**src/rtl/mips_mem_pkg.sv**
```systemverilog
// mips_mem_pkg: size/error encodings and FSM states shared by the MEM-stage load/store unit.
package mips_mem_pkg;
  localparam logic [1:0] SZ_BYTE = 2'b00;
  localparam logic [1:0] SZ_HALF = 2'b01;
  localparam logic [1:0] SZ_WORD = 2'b10;
  localparam logic [1:0] ERR_NONE = 2'b00;
  localparam logic [1:0] ERR_MISALIGN = 2'b01;
  localparam logic [1:0] ERR_RANGE = 2'b10;
  localparam logic [1:0] ERR_SIZE = 2'b11;
  typedef enum logic [2:0] {IDLE, RD, LD_FIN, MERGE, WR, RESP} state_t;
endpackage

```
**src/rtl/byte_lane_unit.sv**
```systemverilog
// byte_lane_unit: big-endian lane extraction/extension for loads and lane merge for sub-word stores.
module byte_lane_unit
  import mips_mem_pkg::*;
(
  input  logic [31:0] word,
  input  logic [31:0] wdata,
  input  logic [1:0]  offset,
  input  logic [1:0]  size,
  input  logic        zext,
  output logic [31:0] rdata,
  output logic [31:0] merged
);
  logic [4:0] sh;
  logic [15:0] lane;
  logic [31:0] mask;
  // Byte k sits at bit 8*(3-k); half offset 0 at bit 16, offset 2 at bit 0.
  always_comb begin
    sh = size == SZ_HALF ? {~offset[1], 4'b0000} : {~offset, 3'b000};
    mask = size == SZ_HALF ? 32'h0000_ffff : 32'h0000_00ff;
    lane = 16'(word >> sh);
    rdata = size == SZ_WORD ? word
          : size == SZ_HALF ? {{16{~zext & lane[15]}}, lane}
          : {{24{~zext & lane[7]}}, lane[7:0]};
    merged = (word & ~(mask << sh)) | ((wdata & mask) << sh);
  end
endmodule

```
**src/rtl/mem_access_unit.sv**
```systemverilog
// mem_access_unit: MEM-stage load/store sequencer driving a word-wide big-endian data memory.
module mem_access_unit
  import mips_mem_pkg::*;
#(
  parameter int DATA_WIDTH = 32,
  parameter int MEM_SIZE = 4096,
  parameter int ADDR_WIDTH = $clog2(MEM_SIZE)
) (
  input  logic                  clk,
  input  logic                  rst,
  input  logic                  req_valid,
  output logic                  req_ready,
  input  logic                  req_store,
  input  logic [1:0]            req_size,
  input  logic                  req_unsigned,
  input  logic [31:0]           req_addr,
  input  logic [DATA_WIDTH-1:0] req_wdata,
  output logic                  resp_valid,
  output logic [DATA_WIDTH-1:0] resp_rdata,
  output logic [1:0]            resp_err,
  output logic [ADDR_WIDTH-1:0] mem_addr,
  output logic                  mem_re,
  output logic                  mem_we,
  output logic [DATA_WIDTH-1:0] mem_wdata,
  input  logic [DATA_WIDTH-1:0] mem_rdata
);
  state_t state, next;
  logic r_store, r_zext;
  logic [1:0] r_size, err;
  logic [ADDR_WIDTH-1:0] r_addr;
  logic [DATA_WIDTH-1:0] wword, ld_data, merged;
  byte_lane_unit lanes (
    .word(mem_rdata), .wdata(wword), .offset(r_addr[1:0]), .size(r_size),
    .zext(r_zext), .rdata(ld_data), .merged(merged)
  );
  always_comb
    err = req_size == 2'b11 ? ERR_SIZE
        : (req_size == SZ_HALF && req_addr[0]) || (req_size == SZ_WORD && req_addr[1:0] != 2'b00) ? ERR_MISALIGN
        : req_addr > 32'(MEM_SIZE - 4) ? ERR_RANGE
        : ERR_NONE;
  always_ff @(posedge clk or posedge rst)
    if (rst) state <= IDLE;
    else state <= next;
  always_comb begin
    next = state;
    case (state)
      IDLE: next = !req_valid || err != ERR_NONE ? IDLE : req_store && req_size == SZ_WORD ? WR : RD;
      RD: next = r_store ? MERGE : LD_FIN;
      MERGE: next = WR;
      default: next = IDLE;
    endcase
  end
  // Memory controls come only from registers so they hold steady through the negedge write.
  always_comb begin
    req_ready = state == IDLE;
    mem_re = state == RD;
    mem_we = state == WR;
    mem_addr = state == RD || state == WR ? {r_addr[ADDR_WIDTH-1:2], 2'b00} : '0;
    mem_wdata = state == WR ? wword : '0;
  end
  always_ff @(posedge clk or posedge rst)
    if (rst) begin
      r_store <= 1'b0;
      r_zext <= 1'b0;
      r_size <= SZ_BYTE;
      r_addr <= '0;
      wword <= '0;
      resp_valid <= 1'b0;
      resp_rdata <= '0;
      resp_err <= ERR_NONE;
    end else begin
      resp_valid <= 1'b0;
      if (state == IDLE && req_valid) begin
        r_store <= req_store;
        r_zext <= req_unsigned;
        r_size <= req_size;
        r_addr <= req_addr[ADDR_WIDTH-1:0];
        wword <= req_wdata;
        if (err != ERR_NONE) begin
          resp_valid <= 1'b1;
          resp_rdata <= '0;
          resp_err <= err;
        end
      end
      if (state == LD_FIN) begin
        resp_valid <= 1'b1;
        resp_rdata <= ld_data;
        resp_err <= ERR_NONE;
      end
      if (state == MERGE) wword <= merged;
      if (state == WR) begin
        resp_valid <= 1'b1;
        resp_rdata <= '0;
        resp_err <= ERR_NONE;
      end
    end
endmodule

```
**config.mk**
```make
export PLATFORM = sky130hd
export DESIGN_NAME = mem_access_unit
export DESIGN_NICKNAME = d
export VERILOG_FILES = /design/src/rtl/mips_mem_pkg.sv /design/src/rtl/byte_lane_unit.sv /design/src/rtl/mem_access_unit.sv
export SDC_FILE = /design/constraint.sdc
export NUM_CORES = 1
export LEC_CHECK = 0
export ABC_AREA = 1
export BUFFER_PORTS_ARGS = -buffer_cell sky130_fd_sc_hd__clkbuf_2
export CAP_MARGIN = 20
export CORE_MARGIN = 2
export CORE_UTILIZATION = 45
export DETAILED_ROUTE_END_ITERATION = 8
export PLACE_DENSITY_LB_ADDON = 0.05
export SLEW_MARGIN = 25
export SYNTH_ARGS = -nofsm -noshare
export SYNTH_HDL_FRONTEND = slang
export SYNTH_SLANG_ARGS = --single-unit
```
**constraint.sdc**
```tcl
create_clock -name clk -period 3.66 [get_ports clk]
set_input_delay 0.732 -clock clk [delete_from_list [all_inputs] [get_ports clk]]
set_output_delay 0.732 -clock clk [all_outputs]
set_load 0.1 [all_outputs]
```
# Yosys cells after proc, flatten, opt, wreduce, memory -nomap -nowiden
# Index checks and enable logic that the tools add are counted.
# totals
regBits,86
output_inout_bits,82
# op_classes
shifts,3
muxes,27
n_bitwise,9
eq_ne,9
n_reduce_logical,15
magnitude_cmp,1
# ops
cell,count
$mux W32,9
$and A32 B32 Y32,2
$shl A32 B5 Y32,2
$gt A32 B12 Y1 const B,1
$not A32 Y32,1
$or A32 B32 Y32,1
$shr A32 B5 Y16,1
$mux W16,1
$mux W2,7
$mux W12,1
$pmux W3 S3,1
$eq A2 B2 Y1 const B,3
$eq A3 B2 Y1 const B,2
$mux W3,2
$reduce_bool A2 Y1,3
$reduce_bool A3 Y1,2
$mux W1,5
$mux W5,1
$eq A2 B1 Y1 const B,2
$logic_and A1 B1 Y1,4
$eq A3 B1 Y1 const B,1
$eq A3 B3 Y1 const B,1
$logic_not A3 Y1,1
$logic_or A1 B1 Y1,3
other kinds (5),7

# Depth between registers and ports, before layout
# Gate-level depths: netlist (run 1).
# depth
depth_word,10
ltp_mapped,14
mapped_depth_nobuf,12

# Cells and area by module
# A second synthesis (run 1) with hierarchy kept.
# hier_totals
hier_cells,805
hier_area_um2,5457.7
# modules_own_cells
mod,area_per_inst_um2,seq_area_each_um2,cells_per_inst,instances
mem_access_unit,4130.2,2152.1,531,1
byte_lane_unit,1327.5,0.0,274,1

# Worst setup path after synthesis (run 1)
# OpenSTA, ideal clock, no wires.
# synth_timing
path_type,register -> output
startpoint,register state[2]
endpoint,output port mem_addr[10]
t_required_ns,2.928
stages_incl_launch_ff,6
t_arrival_ns,3.656
path_slack_ns,-0.728
path_cell_list,dfrtp_1 > inv_2 > nand2_4 > nor2_1 > nor2_2 > nor2_1
# synth_between
elab_chain_len,3
elab_cells_between_ends,4
classes_between,2 x eq/ne; 1 x mux; 1 x reduce/logical
# synth_lines
item,line,source
"start, declared",mem_access_unit.sv:27,"state_t state, next;"
"start signal, assigned",mem_access_unit.sv:43,else state <= next;
$eq A3 B1 Y1,-,
net mem_re,mem_access_unit.sv:22,"output logic mem_re,"
$logic_or A1 B1 Y1,mem_access_unit.sv:58,"mem_addr = state == RD || state == WR ? {r_addr[ADDR_WIDTH-1:2], 2'b00} : '0;"
$mux W12,mem_access_unit.sv:58,
"end, declared",mem_access_unit.sv:21,"output logic [ADDR_WIDTH-1:0] mem_addr,"
# The timed path passes the listed nets, and every way through them passes these cells.

# Final worst setup path (run 1)
# layout_timing
startpoint,register state[0]
endpoint,output port mem_wdata[8]
# layout_between
elab_chain_len,2
# layout_lines
item,line,source
$eq A3 B3 Y1,mem_access_unit.sv:59,mem_wdata = state == WR ? wword : '0;
$mux W32,mem_access_unit.sv:59,
"end, declared",mem_access_unit.sv:24,"output logic [DATA_WIDTH-1:0] mem_wdata,"
# No other way between the ends.

==> impl_metrics.json, run 1 <==
{
  "grt-ovfl-total": 0,
  "clockBufferDepth": 2,
  "synth_top_area_share": 0.414,
  "multi_input_area_sq_um": 2440,
  "syn_area_per_cell_sq_um": 7.29,
  "path_class": "flop to output pin",
  "drtIter0Drc": 460,
  "die_w_microns": 112,
  "arrival_ns": 2.09,
  "critPathMaxFanout": 33,
  "ys_warn_count": 0,
  "start_kind": "flop",
  "antenna_found_initial": 0,
  "nets": 974,
  "leakage_uw": 0.00360,
  "max_cap_viol_count": 0,
  "hold_class": "input pin to async pin",
  "clk_latency_ns": 0.35,
  "synth_edf_count": 0,
  "area_growth_pct": 22.3,
  "ys_seq_area_frac": 0.414,
  "fp.dieArea_sq_um": 12400,
  "rsz0062_at_grt": "no",
  "grt_pass1_wl_mm": 25.9,
  "io_pins": 185,
  "cts.clk_slew.worst_paths_ns": 0.06,
  "h-tree-depth": 3,
  "clock-sinks": 86,
  "period_share": 0.772,
  "drc": 0,
  "wl_per_cell_microns": 15.6,
  "initial_core_util": 0.458,
  "dp_hpwl_mm": 12.1,
  "cts_tree": "built",
  "ys.flop_type": "dfrtp_1",
  "netlist.top_cell.by_area": "dfrtp_1",
  "final_cells": 1018,
  "detail-route-antenna-nets": 0,
  "setup_viol": 0,
  "status": "finished clean",
  "fill_cells": 1125,
  "clock-root-buffer": "clkbuf_16",
  "fin_util": 0.560,
  "grt_pass1_vias": 5198,
  "period_needed_ns": 2.82,
  "fmax_mhz": 354,
  "via_count": 5332,
  "cts_inserted_buffers": 9,
  "finalMaxSlewViolations": 0,
  "netlist_instances": 714,
  "total_power_uw": 2380,
  "skew_ns": 0.00600,
  "synth-async-reset-ratio": 1.00,
  "fin_setup_tns_ns": 0,
  "post-cts-setup-buffers": 0,
  "syn-cell-area_sq_um": 5200,
  "numPortBuffers": 182,
  "grt.total_usage": 0.261,
  "dr.pass1.iters": 5,
  "synth_area_leaders": "dfrtp_1 (41%), nand2_1 (9.7%), inv_1 (6.1%)",
  "crit_required_ns": 2.93,
  "drive_gt1_frac": 0.293,
  "grt_max_degree": 64,
  "postCtsResizedCells": 0,
  "ys_seq_elements": 86,
  "rows": 39,
  "drt_wl_total_mm": 15.9,
  "hold_buffers": 0,
  "seq_area_sq_um": 2150,
  "core_sq_um": 11400,
  "p_per_area_nw_per_um2": 373,
  "placedCellCount": 1003,
  "synth.distinct_cells": 32,
  "gp_congestion": 0.923,
  "vias_per_cell": 5.24,
  "hold_viol": 0,
  "antenna_cells": 0,
  "tightestPinTransition_ns": 0.649,
  "die_y_microns": 112,
  "endpoint_kind": "output pin",
  "slew_headroom": 0.566,
  "peakVddDrop_v": 0.000291
}
-- critical path: stages, from the launching register on --
cell and delay (ns):
dfrtp_1 0.44, or2_4 0.30, nor2_4 0.12, inv_2 0.22, nor2_1 0.17, clkbuf_2 0.47
-- cells in the mapped netlist, types with 6 or more instances --
cell,instances
nand2_1,135
a22oi_1,8
nand3_2,6
nand2_2,27
clkbuf_1,10
o21ai_1,29
a21oi_1,61
o22ai_1,31
inv_1,85
dfrtp_1,86
inv_2,8
o21ai_0,63
buf_4,6
nor2_1,69
nand3_1,42
buf_2,19
-- kinds of logic after synthesis --
family,Yosys count,share of synthesized area
compound gates,194,0.199
simple gates,297,0.268
other cells,1,0.000721
flops,86,0.414
buf+inv,136,0.118
-- flip-flops by register name, indices dropped and copies added, names as in the netlist --
signal / count
resp_err: 2
r_addr: 12
state: 3
r_store: 1
r_zext: 1
wword: 32
resp_valid: 1
resp_rdata: 32
r_size: 2
-- final cells by class --
| type | instances | share of cell area |
|---|---|---|
| tap | 143 | 0.0281 |
| clock buffer | 14 | 0.0399 |
| clock inverter | 1 | 0.00472 |
| inverter | 95 | 0.0576 |
| sequential | 86 | 0.338 |
| timing repair buffer | 186 | 0.148 |
| multi-input combinational | 493 | 0.384 |
-- cells in the final DEF, fill, tap and decap left out, drive strengths merged --
cell type | Yosys | layout
a21oi | 62 | 62
a22oi | 8 | 8
and2 | 1 | 1
buf | 31 | 4
bufinv | 0 | 1
clkbuf | 10 | 196
clkinv | 0 | 1
conb | 1 | 2
dfrtp | 86 | 86
inv | 95 | 94
nand2 | 167 | 167
nand3 | 49 | 49
nand4 | 2 | 2
nor2 | 74 | 74
nor3 | 3 | 3
o211ai | 1 | 1
o21ai | 92 | 92
o22ai | 31 | 31
or2 | 1 | 1
-- per-layer routing --
layer	routed length [microns]	global-route usage	up-vias
met2	7550	0.433	209
met3	1280	0.0599	22
met5	0	0	-
li1	-	-	2637
met4	342	0.0947	0
met1	6690	0.335	2464
-- power by group --
group	switching [uW]	leakage (uW)	total, uW	internal (uW)
clock	367	0.000137	912	545
sequential	18.4	0.00110	1020	1000
combinational	313	0.00236	445	133
-- final timing paths --
kind | startpoint | to | slack [ns] | depth (start not counted)
hold / removal | rst | state[0] | 0.42 | 2
max in group asynchronous | rst | resp_rdata[9] | 2.62 | 3
setup / recovery | state[0] | mem_wdata[8] | 0.84 | 5
hold reg to reg | resp_err[1] | resp_err[1] | 0.51 | 2
setup reg to reg | r_size[1] | resp_rdata[1] | 1.20 | 9
min in group clk | resp_err[1] | resp_err[1] | 0.51 | 2
-- metrics by stage --
stage | setup WS [ns] | instance area, sq um | hold WS, ns
3_5_place_dp | 1.19 | 6080 | 0.491
6_report | 0.836 | 6360 | 0.422
5_1_grt | 0.716 | 6360 | 0.484
2_1_floorplan | -0.146 | 5210 | 0.453
3_3_place_gp | 1.29 | 6080 | 0.483
4_1_cts | 0.821 | 6360 | 0.460
No activity file was read; power rests on OpenSTA's default activity.
==> run 2: changes to the inputs <==
--- a/config.mk
+++ b/config.mk
@@ -5,7 +5,7 @@
 export SDC_FILE = /design/constraint.sdc
 export NUM_CORES = 1
 export LEC_CHECK = 0
-export ABC_AREA = 1
+export ABC_AREA = 0
 export BUFFER_PORTS_ARGS = -buffer_cell sky130_fd_sc_hd__clkbuf_2
 export CAP_MARGIN = 20
 export CORE_MARGIN = 2
==> constraint.sdc (replaced) <==
create_clock -name clk -period 2.93 [get_ports clk]
set_input_delay 0.586 -clock clk [delete_from_list [all_inputs] [get_ports clk]]
set_output_delay 0.586 -clock clk [all_outputs]
set_load 0.1 [all_outputs]
==> run 2 against run 1 <==
Final area shrank 5.5%. Cell count shrank 20%. Synthesized area shrank 8.9%. Worst hold slack lost 0.14 ns. Sequential share of layout area grew 2.0 points. Non-clock buffer count grew 9. Count of clock-buffer cells in the layout shrank 2. Routed wire length shrank 6.6%. Clock skew is essentially flat. Global-route usage grew 0.10 points. Critical endpoint is now mem_wdata[7]. Highest routed layer unchanged.
==> impl_metrics.json, run 2 <==
{
  "status": "finished clean",
  "cpLargestDelayFamily": "buffers and inverters",
  "crit_chain": "nor3b_4, buf_4, and2_1, clkbuf_2",
  "nets": 781,
  "max_cap_viol_count": 0,
  "vias_per_cell": 5.61,
  "grt_pass1_vias": 4397,
  "dp_hpwl_mm": 11.2,
  "ys.flop_type": "dfrtp_1",
  "start_kind": "flop",
  "setup_viol": 0,
  "peakVddDrop_v": 0.000190,
  "die_y_microns": 107,
  "grt_max_degree": 56,
  "endpoint_kind": "output pin",
  "hold_viol": 0,
  "hold_class": "input pin to async pin",
  "drtIter0Drc": 299,
  "syn-cell-area_sq_um": 4740,
  "detail-route-antenna-nets": 0,
  "synth_top_area_share": 0.454,
  "post-cts-setup-buffers": 0,
  "fin_setup_tns_ns": 0,
  "critPathSlowestCell": "dfrtp_1",
  "crit_buf_inv": 2,
  "path_class": "flop to output pin",
  "cts_inserted_buffers": 9,
  "slew_headroom": 0.531,
  "fp.dieArea_sq_um": 11400,
  "critPathMaxFanout": 35,
  "drt_wl_total_mm": 14.8,
  "cts_tree": "built",
  "total_power_uw": 2530,
  "area_growth_pct": 26.9,
  "postCtsResizedCells": 0,
  "netlist.top_cell.by_area": "dfrtp_1",
  "ys_seq_elements": 86,
  "initial_core_util": 0.461,
  "clockBufferDepth": 2,
  "crit_required_ns": 2.34,
  "hold_buffers": 0,
  "antenna_found_initial": 0,
  "p_per_area_nw_per_um2": 421,
  "ys_warn_count": 0,
  "most-common-layout-cells": "clkbuf_2 (182), dfrtp_1 (86), nand2_1 (84)",
  "ys_seq_area_frac": 0.454,
  "synth-async-reset-ratio": 1.00,
  "rsz0062_at_grt": "no",
  "antenna_cells": 0,
  "slowest_delay_ns": 0.55,
  "gp_congestion": 0.900,
  "h-tree-depth": 3,
  "mostFrequentLayoutCell": "clkbuf_2",
  "cts.clk_slew.worst_paths_ns": 0.08,
  "period_needed_ns": 2.80,
  "fmax_mhz": 357,
  "leakage_uw": 0.00310,
  "numPortBuffers": 182,
  "drc": 0,
  "rows": 37,
  "skew_ns": 0.00568,
  "tightestPinTransition_ns": 0.704,
  "syn_area_per_cell_sq_um": 9.31,
  "finalMaxSlewViolations": 0,
  "wl_per_cell_microns": 18.1,
  "netlist_instances": 509,
  "reg_top3": "resp_rdata x32, wword x32, r_addr x12",
  "fill_cells": 947,
  "core_sq_um": 10300,
  "synth_edf_count": 0,
  "clock-root-buffer": "clkbuf_8",
  "grt.total_usage": 0.262,
  "arrival_ns": 2.21,
  "dr.pass1.iters": 5,
  "grt_pass1_wl_mm": 23.0,
  "via_count": 4586,
  "period_share": 0.955,
  "clk_latency_ns": 0.36,
  "yosysMostFrequentCell": "dfrtp_1",
  "clock-sinks": 86,
  "io_pins": 185,
  "drive_gt1_frac": 0.357,
  "synth_commonest_cells": "dfrtp_1 (86), nand2_1 (84), and2_1 (41)",
  "die_w_microns": 107,
  "synth_area_leaders": "dfrtp_1 (45%), nand2_1 (6.7%), and2_1 (5.4%)",
  "synth.distinct_cells": 48,
  "grt-ovfl-total": 0
}
run 2: cell count changes in the layout (fill, tap and decap cells not counted), sizes merged, moves of 26 or more:
cell,before,now
a21oi,62,14
nand2,167,84
nand3,49,14
nor2,74,28
o22ai,31,5
inv,94,6
and2,1,41
o21ai,92,29
run 2: worst paths after layout:
check                            start        endpoint  slack [ns]  depth (start not counted)
min in group clk           req_addr[3]       r_addr[3]        0.43                          3
setup reg to reg              state[1]        wword[7]        0.78                          5
max in group asynchronous          rst       wword[19]        1.97                          3
setup / recovery              state[2]    mem_wdata[7]        0.13                          4
hold reg to reg                r_store         r_store        0.49                          2
hold / removal                     rst  resp_rdata[29]        0.28                          2
run 2: final cells by class:
type	instances	area [sq um]	share of cell area
inverter	7	27.5	0.00458
multi-input combinational	379	2490	0.414
tap	136	170	0.0283
clock inverter	2	10.0	0.00166
timing repair buffer	195	1020	0.170
sequential	86	2150	0.358
clock buffer	12	145	0.0241
run 2: logic make-up (layout without fill, tap and decap cells):
kind of cell,Yosys count,after routing,synth area share
AND/OR/NAND/NOR,213,213,0.231
flip-flops,86,86,0.454
multiplexers,23,23,0.0488
buffers and inverters,45,216,0.0457
other,1,2,0.000791
AO/OA/AOI/OAI,141,141,0.220
run 2: routing by layer:
metal,part of all wire,global-route usage
met1,0.45,0.368
met2,0.45,0.408
met3,0.087,0.0650
met4,0.012,0.0622
met5,0,0
run 2: stage by stage:
step	cell area (sq um)	util	std cells	hold slack [ns]	setup WS, ns
2_1_floorplan	4850	-	510	0.446	0.0112
3_3_place_gp	5860	0.570	803	0.458	0.558
3_5_place_dp	5860	0.570	803	0.458	0.525
4_1_cts	6010	0.585	817	0.302	0.124
5_1_grt	6010	0.585	817	0.336	0.0445
6_report	6010	0.585	817	0.279	0.132
run 2: worst register-to-register path, delay by kind of cell (launching register included):
family | cells | cell delay [ns]
AOI/OAI and AO/OA | 1 | 0.25
buffers and inverters | 1 | 0.52
DFF | 1 | 0.51
and+or+nand+nor | 3 | 0.77
run 2: where the power goes:
| part | internal (uW) | switching [uW] |
|---|---|---|
| registers | 1250 | 58.1 |
| logic | 185 | 298 |
| clock network | 320 | 418 |
| total | 1760 | 774 |
